File: config.mk
export PLATFORM = sky130hd
export DESIGN_NAME = instruction_fetch
export DESIGN_NICKNAME = d
export VERILOG_FILES = /design/src/rtl/rv32_pkg.sv /design/src/rtl/fetch_fifo.sv /design/src/rtl/instruction_fetch.sv
export SDC_FILE = /design/constraint.sdc
export NUM_CORES = 1
export LEC_CHECK = 0
export CAP_MARGIN = 0
export CORE_MARGIN = 2
export CORE_UTILIZATION = 50
export DETAILED_ROUTE_END_ITERATION = 8
export PLACE_DENSITY = 0.81
export SLEW_MARGIN = 20
export SYNTH_ARGS = -nofsm -noshare
export SYNTH_HDL_FRONTEND = slang
export SYNTH_HIERARCHICAL = 1
export SYNTH_SLANG_ARGS = --single-unit
File: constraint.sdc
create_clock -name clk -period 10.4 [get_ports clk]
set_clock_uncertainty 0.2 [all_clocks]
set_input_delay 2.08 -clock clk [delete_from_list [all_inputs] [get_ports clk]]
set_output_delay 2.08 -clock clk [all_outputs]
set_load 0.005 [all_outputs]
File: src/rtl/rv32_pkg.sv
// Shared RV32 types for the fetch stage: PC/instruction entry and fetch FSM states.
// Pure declarations; no logic, no latency, no flow control.
package rv32_pkg;

  localparam int XLEN = 32;
  localparam logic [XLEN-1:0] DEFAULT_RESET_PC = 32'h0000_0000;
  localparam logic [XLEN-1:0] NOP_INSTR        = 32'h0000_0013;

  typedef enum logic [1:0] {
    IDLE   = 2'd0,
    REQ    = 2'd1,
    SQUASH = 2'd2
  } fetch_state_t;

  typedef struct packed {
    logic [XLEN-1:0] pc;
    logic [XLEN-1:0] instr;
  } fetch_entry_t;

endpackage

File: src/rtl/fetch_fifo.sv
// Instruction buffer between imem responses and decode; push visible at head next cycle.
// Flush beats push; push while full and pop while empty are ignored.
module fetch_fifo
  import rv32_pkg::*;
#(
  parameter int DEPTH = 2
) (
  input  logic                       clk,
  input  logic                       reset,
  input  logic                       push,
  input  fetch_entry_t               push_dat,
  input  logic                       pop,
  input  logic                       flush,
  output fetch_entry_t               head,
  output logic [$clog2(DEPTH):0]     count,
  output logic                       full,
  output logic                       empty
);

  localparam int AW = $clog2(DEPTH);
  localparam int CW = AW + 1;

  fetch_entry_t   mem_q [DEPTH];
  fetch_entry_t   mem_d [DEPTH];
  logic [AW-1:0]  wr_ptr_q, wr_ptr_d;
  logic [AW-1:0]  rd_ptr_q, rd_ptr_d;
  logic [CW-1:0]  count_q, count_d;
  logic           do_push, do_pop;

  assign full  = (count_q == CW'(DEPTH));
  assign empty = (count_q == '0);
  assign count = count_q;
  assign head  = mem_q[rd_ptr_q];

  always_comb begin
    mem_d    = mem_q;
    wr_ptr_d = wr_ptr_q;
    rd_ptr_d = rd_ptr_q;
    count_d  = count_q;
    do_push  = push && !full;
    do_pop   = pop && !empty;
    if (flush) begin
      wr_ptr_d = '0;
      rd_ptr_d = '0;
      count_d  = '0;
    end else begin
      if (do_push) begin
        mem_d[wr_ptr_q] = push_dat;
        wr_ptr_d        = wr_ptr_q + AW'(1);
      end
      if (do_pop) begin
        rd_ptr_d = rd_ptr_q + AW'(1);
      end
      count_d = count_q + CW'(do_push) - CW'(do_pop);
    end
  end

  always_ff @(posedge clk) begin
    if (reset) begin
      wr_ptr_q <= '0;
      rd_ptr_q <= '0;
      count_q  <= '0;
    end else begin
      wr_ptr_q <= wr_ptr_d;
      rd_ptr_q <= rd_ptr_d;
      count_q  <= count_d;
    end
  end

  // Payload storage needs no reset; occupancy is tracked by count_q.
  always_ff @(posedge clk) begin
    mem_q <= mem_d;
  end

endmodule

File: src/rtl/instruction_fetch.sv
// RV32I fetch: owns the PC, one outstanding imem read, buffered instructions to decode.
// Acked data reaches decode next cycle; requests stop while the buffer is full.
module instruction_fetch
  import rv32_pkg::*;
#(
  parameter logic [XLEN-1:0] RESET_PC   = DEFAULT_RESET_PC,
  parameter int              FIFO_DEPTH = 2
) (
  input  logic            clk,
  input  logic            reset,
  output logic            imem_req,
  output logic [XLEN-1:0] imem_addr,
  input  logic            imem_ack,
  input  logic [XLEN-1:0] imem_rdata,
  output logic            instr_valid,
  output logic [XLEN-1:0] instr_out,
  output logic [XLEN-1:0] pc_out,
  input  logic            instr_ready,
  input  logic            redirect_valid,
  input  logic [XLEN-1:0] redirect_pc,
  output logic            misaligned_err
);

  localparam int CW = $clog2(FIFO_DEPTH) + 1;

  fetch_state_t    state_q, state_d;
  logic [XLEN-1:0] fetch_pc_q, fetch_pc_d;
  logic [XLEN-1:0] sq_addr_q, sq_addr_d;
  logic            err_q, err_d;
  logic            req_active, ack_hit;
  logic            fifo_push, fifo_pop, fifo_full, fifo_empty;
  logic [CW-1:0]   fifo_count, count_after;
  fetch_entry_t    push_entry, head;
  logic [XLEN-1:0] redirect_tgt;

  fetch_fifo #(.DEPTH(FIFO_DEPTH)) u_fifo (
    .clk      (clk),
    .reset    (reset),
    .push     (fifo_push),
    .push_dat (push_entry),
    .pop      (fifo_pop),
    .flush    (redirect_valid),
    .head     (head),
    .count    (fifo_count),
    .full     (fifo_full),
    .empty    (fifo_empty)
  );

  always_comb begin
    state_d          = state_q;
    fetch_pc_d       = fetch_pc_q;
    sq_addr_d        = sq_addr_q;
    err_d            = err_q;
    req_active       = 1'b0;
    fifo_push        = 1'b0;
    redirect_tgt     = {redirect_pc[XLEN-1:2], 2'b00};
    fifo_pop         = !fifo_empty && instr_ready;
    count_after      = fifo_count + CW'(1) - CW'(fifo_pop);
    push_entry.pc    = fetch_pc_q;
    push_entry.instr = imem_rdata;

    // IDLE issues only with room, judged on the registered count.
    case (state_q)
      IDLE:        req_active = !fifo_full;
      REQ, SQUASH: req_active = 1'b1;
      default:     req_active = 1'b0;
    endcase
    ack_hit = req_active && imem_ack;

    if (redirect_valid && (redirect_pc[1:0] != 2'b00)) begin
      err_d = 1'b1;
    end

    if (state_q == SQUASH) begin
      if (redirect_valid) begin
        fetch_pc_d = redirect_tgt;
      end
      if (ack_hit) begin
        state_d = REQ;
      end
    end else if (redirect_valid) begin
      // An unacked request stays on the bus at its old address until it drains.
      fetch_pc_d = redirect_tgt;
      sq_addr_d  = fetch_pc_q;
      state_d    = (req_active && !imem_ack) ? SQUASH : REQ;
    end else if (ack_hit) begin
      fifo_push  = 1'b1;
      fetch_pc_d = fetch_pc_q + XLEN'(4);
      state_d    = (count_after < CW'(FIFO_DEPTH)) ? REQ : IDLE;
    end else if (req_active) begin
      state_d = REQ;
    end
  end

  always_ff @(posedge clk) begin
    if (reset) begin
      state_q    <= IDLE;
      fetch_pc_q <= RESET_PC;
      sq_addr_q  <= RESET_PC;
      err_q      <= 1'b0;
    end else begin
      state_q    <= state_d;
      fetch_pc_q <= fetch_pc_d;
      sq_addr_q  <= sq_addr_d;
      err_q      <= err_d;
    end
  end

  assign imem_req       = req_active && !reset;
  assign imem_addr      = (state_q == SQUASH) ? sq_addr_q : fetch_pc_q;
  assign instr_valid    = !fifo_empty;
  assign instr_out      = fifo_empty ? NOP_INSTR : head.instr;
  assign pc_out         = head.pc;
  assign misaligned_err = err_q;

endmodule
==> results of run 1 <==
[layout make-up]
cell class,count,area [sq um]
flip-flops and latches,195,5190
clock buffers,19,433
multi-input cells,442,3370
repair buffers,173,1710
clock inverters,13,179
inverters,13,48.8
well taps,225,282
fillers,1320,6090
[how the worst max path moves through the flow]
stage | start | end | slack, ns | cells past startpoint
floorplan | imem_ack | u_fifo/mem_q[0]$_DFFE_PP_ | 2.14 | 6
global placement | reset | imem_req | 4.72 | 4
detailed placement | reset | imem_req | 4.73 | 4
CTS | reset | imem_req | 4.73 | 4
global route | reset | imem_req | 4.65 | 4
finish | reset | imem_req | 4.74 | 4
[placed cells by master, fill, tap and decap left out, types with 6 or more instances in the layout]
cell,n
inv_1,12
nand2_1,80
buf_4,8
nand4_1,7
xnor2_1,14
a211oi_1,9
a21oi_1,44
nor3_1,11
clkdlybuf4s50_1,164
mux2_2,42
o22ai_1,6
mux2i_1,6
clkbuf_16,17
nand3_1,10
dfxtp_1,66
mux2_4,50
nor2_1,26
o21ai_0,7
edfxtp_1,128
nor2b_1,32
conb_1,6
and2_1,6
[flip-flops by register name, summed over array words and instances (netlist names)]
name	flops
u_fifo/mem_q	128
u_fifo/rd_ptr_q	1
misaligned_err	1
u_fifo/count	2
state_q	2
fetch_pc_q	30
sq_addr_q	30
u_fifo/wr_ptr_q	1
[synth_stat cells (5+ instances only)]
cell type    n  area share (%)
a211oi_1     9            0.77
a21oi_1     44             2.5
a31oi_1      5            0.35
and2_1       6            0.43
and3_1       5            0.35
and4_1       5            0.50
buf_1        5            0.21
buf_8        5            0.85
clkbuf_1    23            0.98
dfxtp_1     67              15
edfxtp_1   128              44
ha_1         6            0.85
inv_1       12            0.51
mux2_2      42             5.4
mux2_4      50             8.5
mux2i_1      6            0.68
nand2_1     80             3.4
nand3_1     10            0.57
nand4_1      7            0.50
nor2_1      28             1.2
nor2b_1     32             2.3
nor3_1      12            0.68
o21ai_0      7            0.40
o22ai_1      6            0.43
xnor2_1     14             1.4
xor2_1       5            0.50
[critical path: stages]
cell and delay (ns):
buf_2 0.07, buf_4 0.59, nor2_1 0.15, clkdlybuf4s50_1 0.48
[layer usage]
layer	routed length [microns]	up-vias	share of wire [%]	track usage (%)
met1	8020	2769	43	27.4
li1	-	2808	-	-
met4	327	0	1.8	6.47
met2	8950	227	48	34.3
met5	0	-	0	0
met3	1290	27	6.9	4.81
[kinds of logic after synthesis]
group / Yosys count / synth area share, %
xor gates and xnor gates: 19 / 1.89
other: 1 / 0.0425
DFF: 195 / 58.8
adders and majority gates: 6 / 0.851
muxes: 98 / 14.6
buffers and inverters: 55 / 3.36
AOI/OAI and AO/OA: 99 / 7.27
and+or+nand+nor: 214 / 13.2
[per-stage QoR]
stage | setup WS (ns) | hold slack (ns)
after floorplan | 2.14 | 0.225
after global placement | 4.72 | 0.239
after detailed placement | 4.73 | 0.243
after CTS | 4.73 | 0.252
after global routing | 4.65 | 0.277
final | 4.74 | 0.252
[report_power, final]
group	leakage (uW)	internal, uW	switching [uW]
logic	0.00190	95.8	78.8
registers	0.00172	853	25.7
clock network	0.000295	403	274
total	0.00391	1350	379
==> results.py, run 1 <==
metrics = {
    "sta": {
        "setup_tns_ns": 0,
        "max_clock_freq_mhz": 177,
        "grt_setup_unrepaired": "false",
        "timing.final.crit_share_pct": 54.5,
        "report.final.slew_viol_count": 0,
        "max-slew-margin-rel_pct": 30.3,
        "finalHoldViolations": 0,
        "setup_viol": 0,
        "post-route-min-period_ns": 5.66,
        "tightest_slew_ns": 1.05,
    },
    "final_layout": {
        "syn2layout_area_growth_pct": 27.1,
        "final_cell_count_no_fill": 1080,
        "nets": 917,
        "layout-drive-gt1-share_pct": 18.4,
        "antenna_cells": 0,
        "post-route-cell-area_sq_um": 11200,
        "final_util_pct": 64.8,
    },
    "clock_tree": {
        "cts_tree": "done",
        "clk_latency_ns": 0.43,
        "clkSlewWorstSetupHoldPaths_ns": 0.06,
        "ctsRootBufferMaster": "clkbuf_16",
        "post-cts-setup-buffers": 0,
        "cts_resized": 0,
        "cts_made_buffers": 17,
        "clockBufferDepth": 2,
        "clock-sinks": 195,
        "h-tree-depth": 4,
        "hold_buffers": 0,
    },
    "logic_synthesis": {
        "syn_area_sq_um": 8820,
        "ys_types": 67,
        "ys.warnings.count": 6,
        "ys.flop_type": "edfxtp_1",
        "synth_seq_cells": 195,
        "syn_area_per_cell_sq_um": 12.8,
        "synth-edff-count": 128,
        "ys_seq_area_share_pct": 58.8,
        "ys_async_sr_fraction_pct": 0,
        "postSynthCellCount": 687,
    },
    "floorplan": {
        "core-area_sq_um": 17300,
        "start_util_pct": 51.0,
        "num_rows": 48,
        "dieWidth_microns": 137,
        "dieArea_sq_um": 18700,
        "ios": 168,
        "die_h_microns": 137,
    },
    "place": {
        "post-dp-hpwl_mm": 12.1,
        "place_area_sq_um": 10600,
        "place_congestion": 0.833,
        "dp_cells": 1048,
        "portBuffers": 165,
    },
    "pwr": {
        "p_per_area_nw_per_um2": 154,
        "p_total_uw": 1730,
        "ir_worst_vdd_mv": 0.120,
        "leakage_uw": 0.00391,
    },
    "grt": {
        "grt_pass1_vias": 5723,
        "grt_usage_pct": 20.8,
        "grt_max_degree": 72,
        "grt_first_pass_wirelength_mm": 29.8,
        "antenna_found_initial": 0,
        "grt_overflow_total": 0,
    },
    "setup_path": {
        "critPathMaxFanout": 71,
        "arrival_ns": 3.38,
        "required_ns": 8.12,
        "start_kind": "input pin",
        "r2r_start": "state_q[0]$_SDFFE_PP0P_",
        "rr_worst_depth": 9,
        "critical_path_class": "input pin to primary output",
        "r2r_slack_ns": 6.51,
        "rr_endpoint": "u_fifo/mem_q[0]$_DFFE_PP_",
        "end_kind": "primary output",
    },
    "drt": {
        "wire_per_inst_microns": 17.2,
        "routed_wl_mm": 18.6,
        "antenna_left": 0,
        "first_iter_violations": 349,
        "drtPass1Iterations": 5,
        "vias_per_cell": 5.40,
        "drc": 0,
        "vias": 5831,
    },
    "flow_run": {
        "maxCapViolCount": 0,
    },
    "min_path": {
        "hold_path_depth": 2,
        "min_path_type": "flip-flop to flip-flop",
        "hold_start": "sq_addr_q[26]$_SDFFE_PP0P_",
        "whs_endpoint": "sq_addr_q[26]$_SDFFE_PP0P_",
    },
    "status": {
        "status": "finished, final reports clean",
    },
}
Note: power is estimated with default switching activity, not from simulation.
==> inputs of run 2 (changes only) <==
Settings changed: CORE_UTILIZATION 50 to 47, PLACE_DENSITY 0.81 to 0.8.
Clock period 10.4 ns to 4.9 ns, I/O delays scaled along.
==> run 2 against run 1 <==
  * Sequential cell count did not move
  * Non-clock buffer count rose by 5
  * Largest cell class unchanged
  * Die area increased by 6.2%
  * Clock power grew 80%
==> results.py, run 2 (same netlist as run 1, synthesis figures left out) <==
metrics = {
    "status": {
        "status": "finished, final reports clean",
    },
    "clock_tree": {
        "post-cts-setup-buffers": 0,
        "h-tree-depth": 4,
        "clk_latency_ns": 0.43,
        "hold_buffers": 0,
        "clockBufferDepth": 2,
        "cts_tree": "done",
        "cts_resized": 0,
        "cts_made_buffers": 17,
        "ctsRootBufferMaster": "clkbuf_16",
        "clock-sinks": 195,
        "clkSlewWorstSetupHoldPaths_ns": 0.07,
    },
    "final_layout": {
        "largest-register": "u_fifo/mem_q",
        "antenna_cells": 0,
        "largest_reg_flops": 128,
        "register_area_sq_um": 5190,
        "top_regs": "u_fifo/mem_q (128), fetch_pc_q (30), sq_addr_q (30)",
        "final_common_cell": "clkdlybuf4s50_1",
        "layout_common_cells": "clkdlybuf4s50_1, edfxtp_1, nand2_1, dfxtp_1, mux2_4",
        "fillers": 1461,
        "layout-drive-gt1-share_pct": 18.4,
        "syn2layout_area_growth_pct": 26.8,
        "nets": 922,
        "multi_input_area_sq_um": 3380,
    },
    "min_path": {
        "min_path_type": "flip-flop to flip-flop",
    },
    "pwr": {
        "power_frac_clock_pct": 35.1,
        "p_sw_share_pct": 23.2,
        "pwr-share-seq_pct": 53.9,
        "p_per_area_nw_per_um2": 310,
        "leakage_uw": 0.00389,
        "p_int_uw": 2660,
        "pwr-share-comb_pct": 11.0,
        "ir_worst_vdd_mv": 0.239,
        "switching_power_uw": 802,
    },
    "floorplan": {
        "dieArea_sq_um": 19900,
        "die_h_microns": 141,
        "core-area_sq_um": 18600,
        "start_util_pct": 47.5,
        "num_rows": 50,
        "ios": 168,
        "dieWidth_microns": 141,
    },
    "drt": {
        "antenna_left": 0,
        "wire_per_inst_microns": 17.5,
        "drtPass1Iterations": 6,
        "vias_per_cell": 5.34,
        "first_iter_violations": 506,
        "vias": 5846,
        "routed_wl_mm": 19.2,
        "drc": 0,
    },
    "grt": {
        "grt_usage_pct": 19.8,
        "grt_pass1_vias": 5727,
        "grt_overflow_total": 0,
        "antenna_found_initial": 0,
        "grt_max_degree": 71,
        "grt_first_pass_wirelength_mm": 30.4,
    },
    "sta": {
        "post-route-min-period_ns": 3.86,
        "max_clock_freq_mhz": 259,
        "timing.final.crit_share_pct": 78.8,
        "timing.hold.ws_ns": 0.250,
        "tightest_slew_ns": 1.04,
        "setup_viol": 0,
        "max-slew-margin-rel_pct": 30.5,
        "finalHoldViolations": 0,
        "report.final.slew_viol_count": 0,
        "grt_setup_unrepaired": "false",
        "setup_tns_ns": 0,
    },
    "setup_path": {
        "slowest_stage": "ha_2",
        "critPathMaxFanout": 42,
        "crit_chain": "ha_2, mux2_2, clkdlybuf4s50_1",
        "start_kind": "flip-flop",
        "critical_path_class": "flip-flop to primary output",
        "critical-path-max-stage-delay_ns": 0.90,
        "required_ns": 3.72,
        "end_kind": "primary output",
        "arrival_ns": 2.68,
    },
    "place": {
        "post-dp-hpwl_mm": 12.9,
        "place_congestion": 0.812,
        "portBuffers": 165,
    },
    "flow_run": {
        "maxCapViolCount": 0,
    },
}
## run 2: changes by cell type in the layout (fill, tap and decap cells not counted), moves of 2 or more
cell       change
clkbuf_1       +2
buf_4          +4
inv_6          -4
bufinv_16      -4
clkinv_1       +2
clkinv_4       +3
## run 2: metal layers
layer | wire [microns] | vias to the layer above | track usage [%]
met4 | 229 | 0 | 5.05
met5 | 0 | - | 0
li1 | - | 2817 | -
met1 | 8550 | 2775 | 26.4
met3 | 1240 | 27 | 4.72
met2 | 9150 | 227 | 32.7
## run 2: final timing paths
kind	slack, ns	cells past startpoint	start	to
worst max-delay path	1.04	3	state_q[1]$_SDFFE_PP0P_	imem_addr[30]
worst min-delay path	0.25	2	misaligned_err$_SDFFE_PP0P_	misaligned_err$_SDFFE_PP0P_
worst max register to register	1.30	10	state_q[0]$_SDFFE_PP0P_	u_fifo/mem_q[65]$_DFFE_PP_
worst min register to register	0.25	2	misaligned_err$_SDFFE_PP0P_	misaligned_err$_SDFFE_PP0P_
## run 2: power groups by stage
stage	Combinational, uW	Sequential (uW)	Clock (uW)
detailed placement	378	1900	0
CTS	382	1870	1230
floorplan	194	1880	0
global placement	373	1900	0
finish	380	1870	1220
global route	413	1870	1310
## run 2: layout make-up
class	count	area share, %
flip-flops and latches	195	46.4
multi-input cells	442	30.3
repair buffers	178	15.7
clock buffers	21	3.94
well taps	234	2.62
clock inverters	11	0.582
inverters	13	0.437
## run 2: stage by stage
step | utilization [%] | setup slack [ns] | total power [uW] | instance area, sq um | instances
6_report | 60.2 | 1.04 | 3460 | 11200 | 1094
5_1_grt | 60.2 | 0.927 | 3590 | 11200 | 1094
4_1_cts | 60.2 | 1.04 | 3480 | 11200 | 1094
3_5_place_dp | 57.4 | 0.870 | 2280 | 10700 | 1062
3_3_place_gp | 57.4 | 0.968 | 2270 | 10700 | 1062
2_1_floorplan | - | 0.0102 | 2080 | 8850 | 692
## run 2: worst max-delay path: cells and delay by family, from the launching register on
| family | cells | cell delay, ns |
|---|---|---|
| flip-flops | 1 | 0.41 |
| multiplexers | 1 | 0.42 |
| adder cells (fa/ha/maj) | 1 | 0.90 |
| buffers and inverters | 1 | 0.50 |
==> inputs of run 3 (changes only) <==
Clock period 4.9 ns to 3.25 ns, I/O delays scaled along.
==> run 3 against run 2 <==
  * Combinational power increased by 56%
  * Global-route usage increased by 0.55 points
  * Critical path type unchanged
  * Sequential power increased by 50%
  * Design area increased by 2.0%
  * Highest routed layer unchanged
  * Critical endpoint is now imem_addr[16]
  * Largest power group unchanged
  * Largest cell class unchanged
  * Sequential share of layout area decreased by 0.91 points
  * Total power increased by 59%
==> results.py, run 3 (same netlist as run 1, synthesis figures left out) <==
metrics = {
    "clock_tree": {
        "hold_buffers": 0,
        "cts_made_buffers": 17,
        "clock-sinks": 195,
        "ctsRootBufferMaster": "clkbuf_16",
        "cts_tree": "done",
        "clk_latency_ns": 0.44,
        "h-tree-depth": 4,
        "clockBufferDepth": 2,
        "clkSlewWorstSetupHoldPaths_ns": 0.07,
    },
    "drt": {
        "routed_wl_mm": 19.7,
        "drc": 0,
        "first_iter_violations": 464,
        "wire_per_inst_microns": 17.9,
        "vias": 5912,
        "drtPass1Iterations": 5,
        "vias_per_cell": 5.36,
        "antenna_left": 0,
    },
    "final_layout": {
        "layout-drive-gt1-share_pct": 20.2,
        "largest-register": "u_fifo/mem_q",
        "largest_reg_flops": 128,
        "syn2layout_area_growth_pct": 29.3,
        "nets": 930,
        "antenna_cells": 0,
        "final_common_cell": "clkdlybuf4s50_1",
        "layout_common_cells": "clkdlybuf4s50_1, edfxtp_1, nand2_1, dfxtp_1, mux2_4",
        "fillers": 1446,
        "top_regs": "u_fifo/mem_q (128), fetch_pc_q (30), sq_addr_q (30)",
    },
    "sta": {
        "setup_viol": 0,
        "max_clock_freq_mhz": 322,
        "grt_setup_unrepaired": "false",
        "setup_tns_ns": 0,
        "timing.final.crit_share_pct": 95.4,
        "max-slew-margin-rel_pct": 48.5,
        "tightest_slew_ns": 0.772,
        "report.final.slew_viol_count": 0,
        "post-route-min-period_ns": 3.10,
        "finalHoldViolations": 0,
        "timing.hold.ws_ns": 0.251,
    },
    "setup_path": {
        "arrival_ns": 2.25,
        "critical_path_class": "flip-flop to primary output",
        "critPathMaxFanout": 18,
        "end_kind": "primary output",
        "start_kind": "flip-flop",
        "rr_worst_depth": 13,
        "required_ns": 2.40,
    },
    "grt": {
        "antenna_found_initial": 0,
        "grt_max_degree": 70,
        "grt_first_pass_wirelength_mm": 31.3,
        "grt_usage_pct": 20.3,
        "grt_overflow_total": 0,
        "grt_pass1_vias": 5921,
    },
    "place": {
        "post-dp-hpwl_mm": 13.5,
        "place_congestion": 0.852,
        "portBuffers": 165,
    },
    "flow_run": {
        "maxCapViolCount": 0,
    },
    "pwr": {
        "leakage_uw": 0.00401,
        "ir_worst_vdd_mv": 0.383,
        "p_per_area_nw_per_um2": 482,
    },
    "floorplan": {
        "ios": 168,
        "dieWidth_microns": 141,
        "dieArea_sq_um": 19900,
        "num_rows": 50,
        "die_h_microns": 141,
        "start_util_pct": 47.5,
        "core-area_sq_um": 18600,
    },
    "status": {
        "status": "finished, final reports clean",
    },
    "min_path": {
        "min_path_type": "flip-flop to flip-flop",
        "hold_path_depth": 2,
    },
}
run 3: cell count changes in the layout (fill, tap and decap cells not counted), moves of 3 or more:
| cell | delta |
|---|---|
| buf_4 | +4 |
| inv_6 | +3 |
| buf_12 | +4 |
| clkbuf_1 | -3 |
| clkinv_1 | -4 |
run 3: cell type report:
class	count	area, sq um	share of cell area, %
Inverter	13	51.3	0.450
Multi-Input combinational cell	442	3400	29.9
Timing Repair Buffer	186	1870	16.4
Tap cell	234	293	2.57
Sequential cell	195	5190	45.5
Clock inverter	10	90.1	0.790
Clock buffer	22	507	4.45
run 3: worst paths after layout:
| kind | from | endpoint | slack [ns] |
|---|---|---|---|
| hold reg to reg | misaligned_err$_SDFFE_PP0P_ | misaligned_err$_SDFFE_PP0P_ | 0.25 |
| setup / recovery | state_q[1]$_SDFFE_PP0P_ | imem_addr[16] | 0.15 |
| hold / removal | misaligned_err$_SDFFE_PP0P_ | misaligned_err$_SDFFE_PP0P_ | 0.25 |
| setup reg to reg | state_q[0]$_SDFFE_PP0P_ | u_fifo/count[1]$_SDFF_PP0_ | 0.58 |
run 3: worst max-delay path: stages (launching register included):
cell	delay (ns)
dfxtp_1	0.43
ha_4	0.35
buf_4	0.24
mux2_2	0.35
clkdlybuf4s50_1	0.44
run 3: routing by layer:
metal | vias up | global-route usage (%) | wire [microns]
met5 | - | 0 | 0
met4 | 0 | 6.63 | 362
met3 | 26 | 4.04 | 1220
met2 | 227 | 33.4 | 9650
li1 | 2832 | - | -
met1 | 2827 | 27.3 | 8480
run 3: per-stage QoR:
step	cell area, sq um	instances	util, %	setup slack, ns	power, uW
2_1_floorplan	8870	692	-	-0.353	3140
3_3_place_gp	10800	1070	58.1	0.147	3440
3_5_place_dp	10800	1070	58.1	0.134	3460
4_1_cts	11400	1102	61.4	0.0512	5530
5_1_grt	11400	1102	61.4	0.0347	5690
6_report	11400	1102	61.4	0.149	5500
run 3: report_power, final:
part           internal, uW  leakage (uW)  total, uW  switching, uW
Combinational           326       0.00199        593            267
Clock                  1190      0.000299       2090            897
Sequential             2730       0.00172       2810           84.1
run 3: repair_timing:
item / in CTS / in global routing
buffers inserted: 0 / 0
resized for setup: 1 / 1
endpoints found under the setup margin: 16 / 1
endpoints found under the hold margin: 0 / 0
